[src/rtl/seg7_pkg.sv]
// Shared glyph table and sizing for the seven-segment scan driver.
// Glyph bit order is {g,f,e,d,c,b,a}, active-high.
package seg7_pkg;

  localparam int NUM_DIGITS = 4;

  localparam logic [6:0] GLYPH_0     = 7'h3F;
  localparam logic [6:0] GLYPH_1     = 7'h06;
  localparam logic [6:0] GLYPH_2     = 7'h5B;
  localparam logic [6:0] GLYPH_3     = 7'h4F;
  localparam logic [6:0] GLYPH_4     = 7'h66;
  localparam logic [6:0] GLYPH_5     = 7'h6D;
  localparam logic [6:0] GLYPH_6     = 7'h7D;
  localparam logic [6:0] GLYPH_7     = 7'h07;
  localparam logic [6:0] GLYPH_8     = 7'h7F;
  localparam logic [6:0] GLYPH_9     = 7'h6F;
  localparam logic [6:0] GLYPH_DASH  = 7'h40;
  localparam logic [6:0] GLYPH_BLANK = 7'h00;

  function automatic logic [6:0] glyph_of(input logic [3:0] d);
    logic [6:0] g;
    case (d)
      4'd0:    g = GLYPH_0;
      4'd1:    g = GLYPH_1;
      4'd2:    g = GLYPH_2;
      4'd3:    g = GLYPH_3;
      4'd4:    g = GLYPH_4;
      4'd5:    g = GLYPH_5;
      4'd6:    g = GLYPH_6;
      4'd7:    g = GLYPH_7;
      4'd8:    g = GLYPH_8;
      4'd9:    g = GLYPH_9;
      default: g = GLYPH_DASH;
    endcase
    return g;
  endfunction

endpackage

[src/rtl/bcd_to_seg7.sv]
// Combinational BCD nibble to active-high segment pattern.
// Non-decimal nibbles show a dash; blank overrides everything.
module bcd_to_seg7
  import seg7_pkg::*;
(
  input  logic [3:0] digit,
  input  logic       blank,
  output logic [6:0] seg
);

  always_comb begin
    seg = GLYPH_BLANK;
    unique case (1'b1)
      blank:                    seg = GLYPH_BLANK;
      (!blank && digit > 4'd9): seg = GLYPH_DASH;
      default:                  seg = glyph_of(digit);
    endcase
  end

endmodule

[src/rtl/seg7_scan_driver.sv]
// Four-digit multiplexed seven-segment driver with frame-aligned reload.
// Define SEG7_LZ_BLANK_EN to blank leading zeros on digits 3..1.
module seg7_scan_driver
  import seg7_pkg::*;
#(
  parameter int SCAN_DIV   = 50000,
  parameter bit ACTIVE_LOW = 1'b1
) (
  input  logic        Clk,
  input  logic        RST,
  input  logic [15:0] DIGITS_IN,
  input  logic        LOAD,
  output logic [6:0]  SEG,
  output logic [3:0]  AN,
  output logic        FRAME_DONE
);

  localparam int PW = (SCAN_DIV > 1) ? $clog2(SCAN_DIV) : 1;
  localparam int IW = $clog2(NUM_DIGITS);
  localparam logic [PW-1:0] LAST = PW'(SCAN_DIV - 1);
  localparam logic [IW-1:0] IDX_LAST = IW'(NUM_DIGITS - 1);
  // XOR masks: all-ones inverts to active-low, also the "off" level
  localparam logic [6:0] SEG_OFF = ACTIVE_LOW ? 7'h7F : 7'h00;
  localparam logic [3:0] AN_OFF  = ACTIVE_LOW ? 4'hF : 4'h0;

  logic [PW-1:0] presc;
  logic [IW-1:0] idx;
  logic [15:0]   disp;
  logic [15:0]   pend;
  logic          pend_valid;
  logic          tick;
  logic          boundary;
  logic [3:0]    cur;
  logic          lz_blank;
  logic [6:0]    seg_raw;

  assign tick     = (presc == LAST);
  assign boundary = tick && (idx == IDX_LAST);
  assign cur      = disp[{idx, 2'b00} +: 4];

`ifdef SEG7_LZ_BLANK_EN
  always_comb begin
    lz_blank = 1'b0;
    unique case (idx)
      2'd1:    lz_blank = (disp[15:4] == 12'h000);
      2'd2:    lz_blank = (disp[15:8] == 8'h00);
      2'd3:    lz_blank = (disp[15:12] == 4'h0);
      default: lz_blank = 1'b0;
    endcase
  end
`else
  assign lz_blank = 1'b0;
`endif

  bcd_to_seg7 u_dec (
    .digit (cur),
    .blank (lz_blank),
    .seg   (seg_raw)
  );

  always_ff @(posedge Clk) begin
    if (RST) begin
      presc      <= '0;
      idx        <= '0;
      disp       <= '0;
      pend       <= '0;
      pend_valid <= 1'b0;
      SEG        <= SEG_OFF;
      AN         <= AN_OFF;
      FRAME_DONE <= 1'b0;
    end else begin
      presc      <= tick ? '0 : presc + PW'(1);
      FRAME_DONE <= boundary;
      SEG        <= seg_raw ^ SEG_OFF;
      AN         <= (4'b0001 << idx) ^ AN_OFF;
      if (tick) begin
        idx <= idx + IW'(1);
      end
      // display only ever changes on the frame boundary
      if (boundary && LOAD) begin
        disp       <= DIGITS_IN;
        pend_valid <= 1'b0;
      end else if (boundary && pend_valid) begin
        disp       <= pend;
        pend_valid <= 1'b0;
      end else if (LOAD) begin
        pend       <= DIGITS_IN;
        pend_valid <= 1'b1;
      end
    end
  end

endmodule

[config.mk]
export PLATFORM = sky130hd
export DESIGN_NAME = seg7_scan_driver
export DESIGN_NICKNAME = d
export VERILOG_FILES = /design/src/rtl/seg7_pkg.sv /design/src/rtl/bcd_to_seg7.sv /design/src/rtl/seg7_scan_driver.sv
export SDC_FILE = /design/constraint.sdc
export NUM_CORES = 1
export LEC_CHECK = 0
export CORE_MARGIN = 2
export CORE_UTILIZATION = 57
export DETAILED_ROUTE_END_ITERATION = 10
export GPL_TIMING_DRIVEN = 0
export PLACE_DENSITY = 0.8
export SLEW_MARGIN = 30
export SYNTH_ARGS = -nofsm -noshare
export SYNTH_HDL_FRONTEND = slang
export SYNTH_SLANG_ARGS = --single-unit
[constraint.sdc]
create_clock -name Clk -period 2.65 [get_ports Clk]
set_input_delay 0.53 -clock Clk [delete_from_list [all_inputs] [get_ports Clk]]
set_output_delay 0.53 -clock Clk [all_outputs]
set_load 0.005 [all_outputs]
==> metrics.txt <==
run status=finished clean; Final min period=2.471 ns; gr ovfl total=0; P_leak=1.284 nW; PwrDens=547.3 nW/um^2; worst-skew pair later-pin latency=0.35 ns; vias in the first global route=2517; global-route wire length before repair=12290 um; worst hold slack=0.4845 ns; CTS Buf Count=9; CTS resizes=0; Setup Viol. Count Final=0; unique cell type count in the Yosys netlist=43; WL per Instance=16.39 um; final-report hold violation count=0; crit path max fanout=6; xor/xnor cell area share of the yosys netlist=3.914%; Max Slew Vio Count=0; required time of the critical path=2.88 ns; asr flop ratio synth=0%; VDD IR max=394.1 uV; final instance area=3719 um^2; CP Class=register to register; Vias/cell=6.141; via count=2825; DRT iter0 DRCs=247; ys flop type=dfxtp_1; share of layout cells above drive strength 1=7.692%; DR pass1 iterations=4; fin nets=416; simple-gate portion of the synthesized area=24.92%; Slowest-stage cell, CP=mux4_2; # hold bufs at CTS=0; Yosys reg bits=63; CTS tree=yes; WL final=7539 um; area delta synth->final=18.69%; GRT Total Usage=26.05%; Cell Chain, Critical Path=clkbuf_1 -> mux4_2 -> inv_1 -> ha_1 -> nor2_1 -> nor3_1 -> and3b_1 -> a21oi_1; final cycle utilization of the critical path=93.24%; Seq/Total Area, Yosys=40.26%; CP endpoint kind=register; Max-slew headroom=60.32%; drt drc=0; Max clock buf depth=2; Horiz. Die Dim=78.14 um; Synth Cell Area=3133 um^2; HPWL after detailed placement=5227 um; Post-Synth Adder-Cell Area=4.393%; Final Skew=0.009475 ns; mux cell area share after synthesis=3.195%; unrepaired setup endpoints after global routing=false; Hold Path Class=register to register; CTS root buf=clkbuf_8; critical path arrival=2.70 ns; EDFF count, synth=0; pin count of the biggest net entering global routing=11; Antenna Cells=0; H-tree Lvls=3; Core Footprint=5205 um^2; Gate Count Post-Synth=345; setup TNS=0 ns; largest family of logic cells by synthesized area=simple AND/OR/NAND/NOR gates; die area=6106 um^2; R2R depth=8; Placed Instances=445; DRT antenna net count=0; startpoint types=register; Starting Density=60.19%; Row Count=26; die height=78.14 um; gpl congestion=0.8662; Max Cap Viol=0; Tightest Pin Transition=0.5952 ns; Fmax=404.7 MHz; Syn Area/Cell=9.081 um^2; CP max stage delay=0.63 ns; PortBufs=30; initial antenna violation count=0; area of placed instances=3521 um^2; Setup Fix Bufs, Post-CTS=0; WHS Path Cells=1; Worst-path clk slew=0.07 ns; warnings from Yosys=0; Mapped Nets=375; total clock sinks=63; Compound-Gate Fraction of Synth Area=17.61%; io pins=31; Finished Layout Cells=460
[critical path: cells and delay by family, from the launching register on]
kind / cells / cell delay, ns
mux: 1 / 0.63
simple gates: 3 / 0.59
buf+inv: 2 / 0.53
flops: 1 / 0.36
fa+ha+maj: 1 / 0.19
compound gates: 1 / 0.06
[sequential cells by signal (all words and copies together), names as in the netlist]
register    flops
FRAME_DONE      1
SEG             7
idx             2
disp           16
pend_valid      1
AN              4
presc          16
pend           16
[cell usage after synthesis (2+ instances only)]
master    count  area share, %
dfxtp_1      63             40
buf_6         2           0.72
buf_4         2           0.48
a22o_1       16            4.5
buf_2         5           0.80
and3b_1       2           0.56
nand4_1       5            1.0
mux4_2        4            2.9
o21bai_1      2           0.48
clkbuf_1     20            2.4
nor4_1        3           0.60
and3_1        2           0.40
or4b_1        3           0.96
xnor2_1      11            3.1
a31oi_1      16            3.2
nor2b_1       2           0.40
buf_1         2           0.24
ha_1         11            4.4
nand3_1       6           0.96
o21ai_0      16            2.6
nor3_1        4           0.64
xor2_1        3           0.84
o311ai_0     16            4.5
nand2b_1      5            1.0
nand2_1      35            4.2
nand4b_1     16            4.5
nor3b_1      17            4.1
nor2_1       25            3.0
inv_1         9            1.1
a21oi_1       9            1.4
[placed cells by master (no fill, tap or decap), types with 2 or more instances in the layout]
| cell | instances |
|---|---|
| clkdlybuf4s50_1 | 30 |
| inv_1 | 9 |
| nor2_1 | 25 |
| ha_1 | 11 |
| and3_1 | 2 |
| clkbuf_1 | 21 |
| nor2b_1 | 2 |
| xnor2_1 | 11 |
| a31oi_1 | 16 |
| buf_2 | 5 |
| and3b_1 | 2 |
| o21ai_0 | 16 |
| clkbuf_8 | 11 |
| xor2_1 | 3 |
| mux4_2 | 4 |
| nand4_1 | 5 |
| o311ai_0 | 16 |
| nand2b_1 | 5 |
| nor3_1 | 4 |
| nand3_1 | 6 |
| buf_1 | 2 |
| nor4_1 | 3 |
| o21bai_1 | 2 |
| dfxtp_1 | 63 |
| a21oi_1 | 9 |
| nand4b_1 | 16 |
| a22o_1 | 16 |
| nor3b_1 | 17 |
| nand2_1 | 35 |
| buf_4 | 2 |
| buf_6 | 2 |
| or4b_1 | 3 |
[power by group]
group	internal, W	leakage, nW	switching, W	total [W]
combinational	0.0000829	0.670	0.0000990	0.000182
sequential	0.000981	0.516	0.0000191	0.00100
clock	0.000479	0.0985	0.000374	0.000853
[routing by layer]
layer	vias up	part of all wire (%)	track usage, %
li1	1358	-	-
met2	125	46	40.34
met1	1330	45	34.85
met4	0	2.0	12.98
met5	-	0	0
met3	12	7.7	5.057
[cell type report]
| type | count | area [um^2] |
|---|---|---|
| fill | 422 | 1486 |
| clock buffer | 12 | 155.1 |
| sequential | 63 | 1261 |
| timing repair buffer | 30 | 300.3 |
| tap | 70 | 87.58 |
| multi-input combinational | 242 | 1693 |
| inverter | 9 | 33.78 |
| buffer | 31 | 145.1 |
| clock inverter | 3 | 42.54 |
[path summary, 6_finish.rpt]
| path | start | to | slack (ns) |
|---|---|---|---|
| worst max-delay path | idx[0] | SEG[3] | 0.18 |
| worst min-delay path | presc[0] | presc[0] | 0.48 |
| worst max register to register | idx[0] | SEG[3] | 0.18 |
| worst min register to register | presc[0] | presc[0] | 0.48 |
[stage by stage]
| stage | power [W] | utilization, % | setup WS, ns |
|---|---|---|---|
| after CTS | 0.002036 | 71.44 | 0.1883 |
| after detailed placement | 0.001201 | 67.64 | 0.1916 |
| after global routing | 0.002102 | 71.44 | 0.001385 |
| after floorplan | 0.001120 | - | 0.4918 |
| final | 0.002035 | 71.44 | 0.1791 |
| after global placement | 0.001196 | 67.64 | 0.2041 |
[cells by family (layout without fill, tap and decap cells)]
family | after synthesis | in the layout
AND/OR/NAND/NOR | 133 | 133
AO/OA/AOI/OAI | 79 | 79
flip-flops | 63 | 63
buffers and inverters | 40 | 85
XOR/XNOR | 14 | 14
adder cells (fa/ha/maj) | 11 | 11
multiplexers | 5 | 5
(Power assumes the default switching activity.)
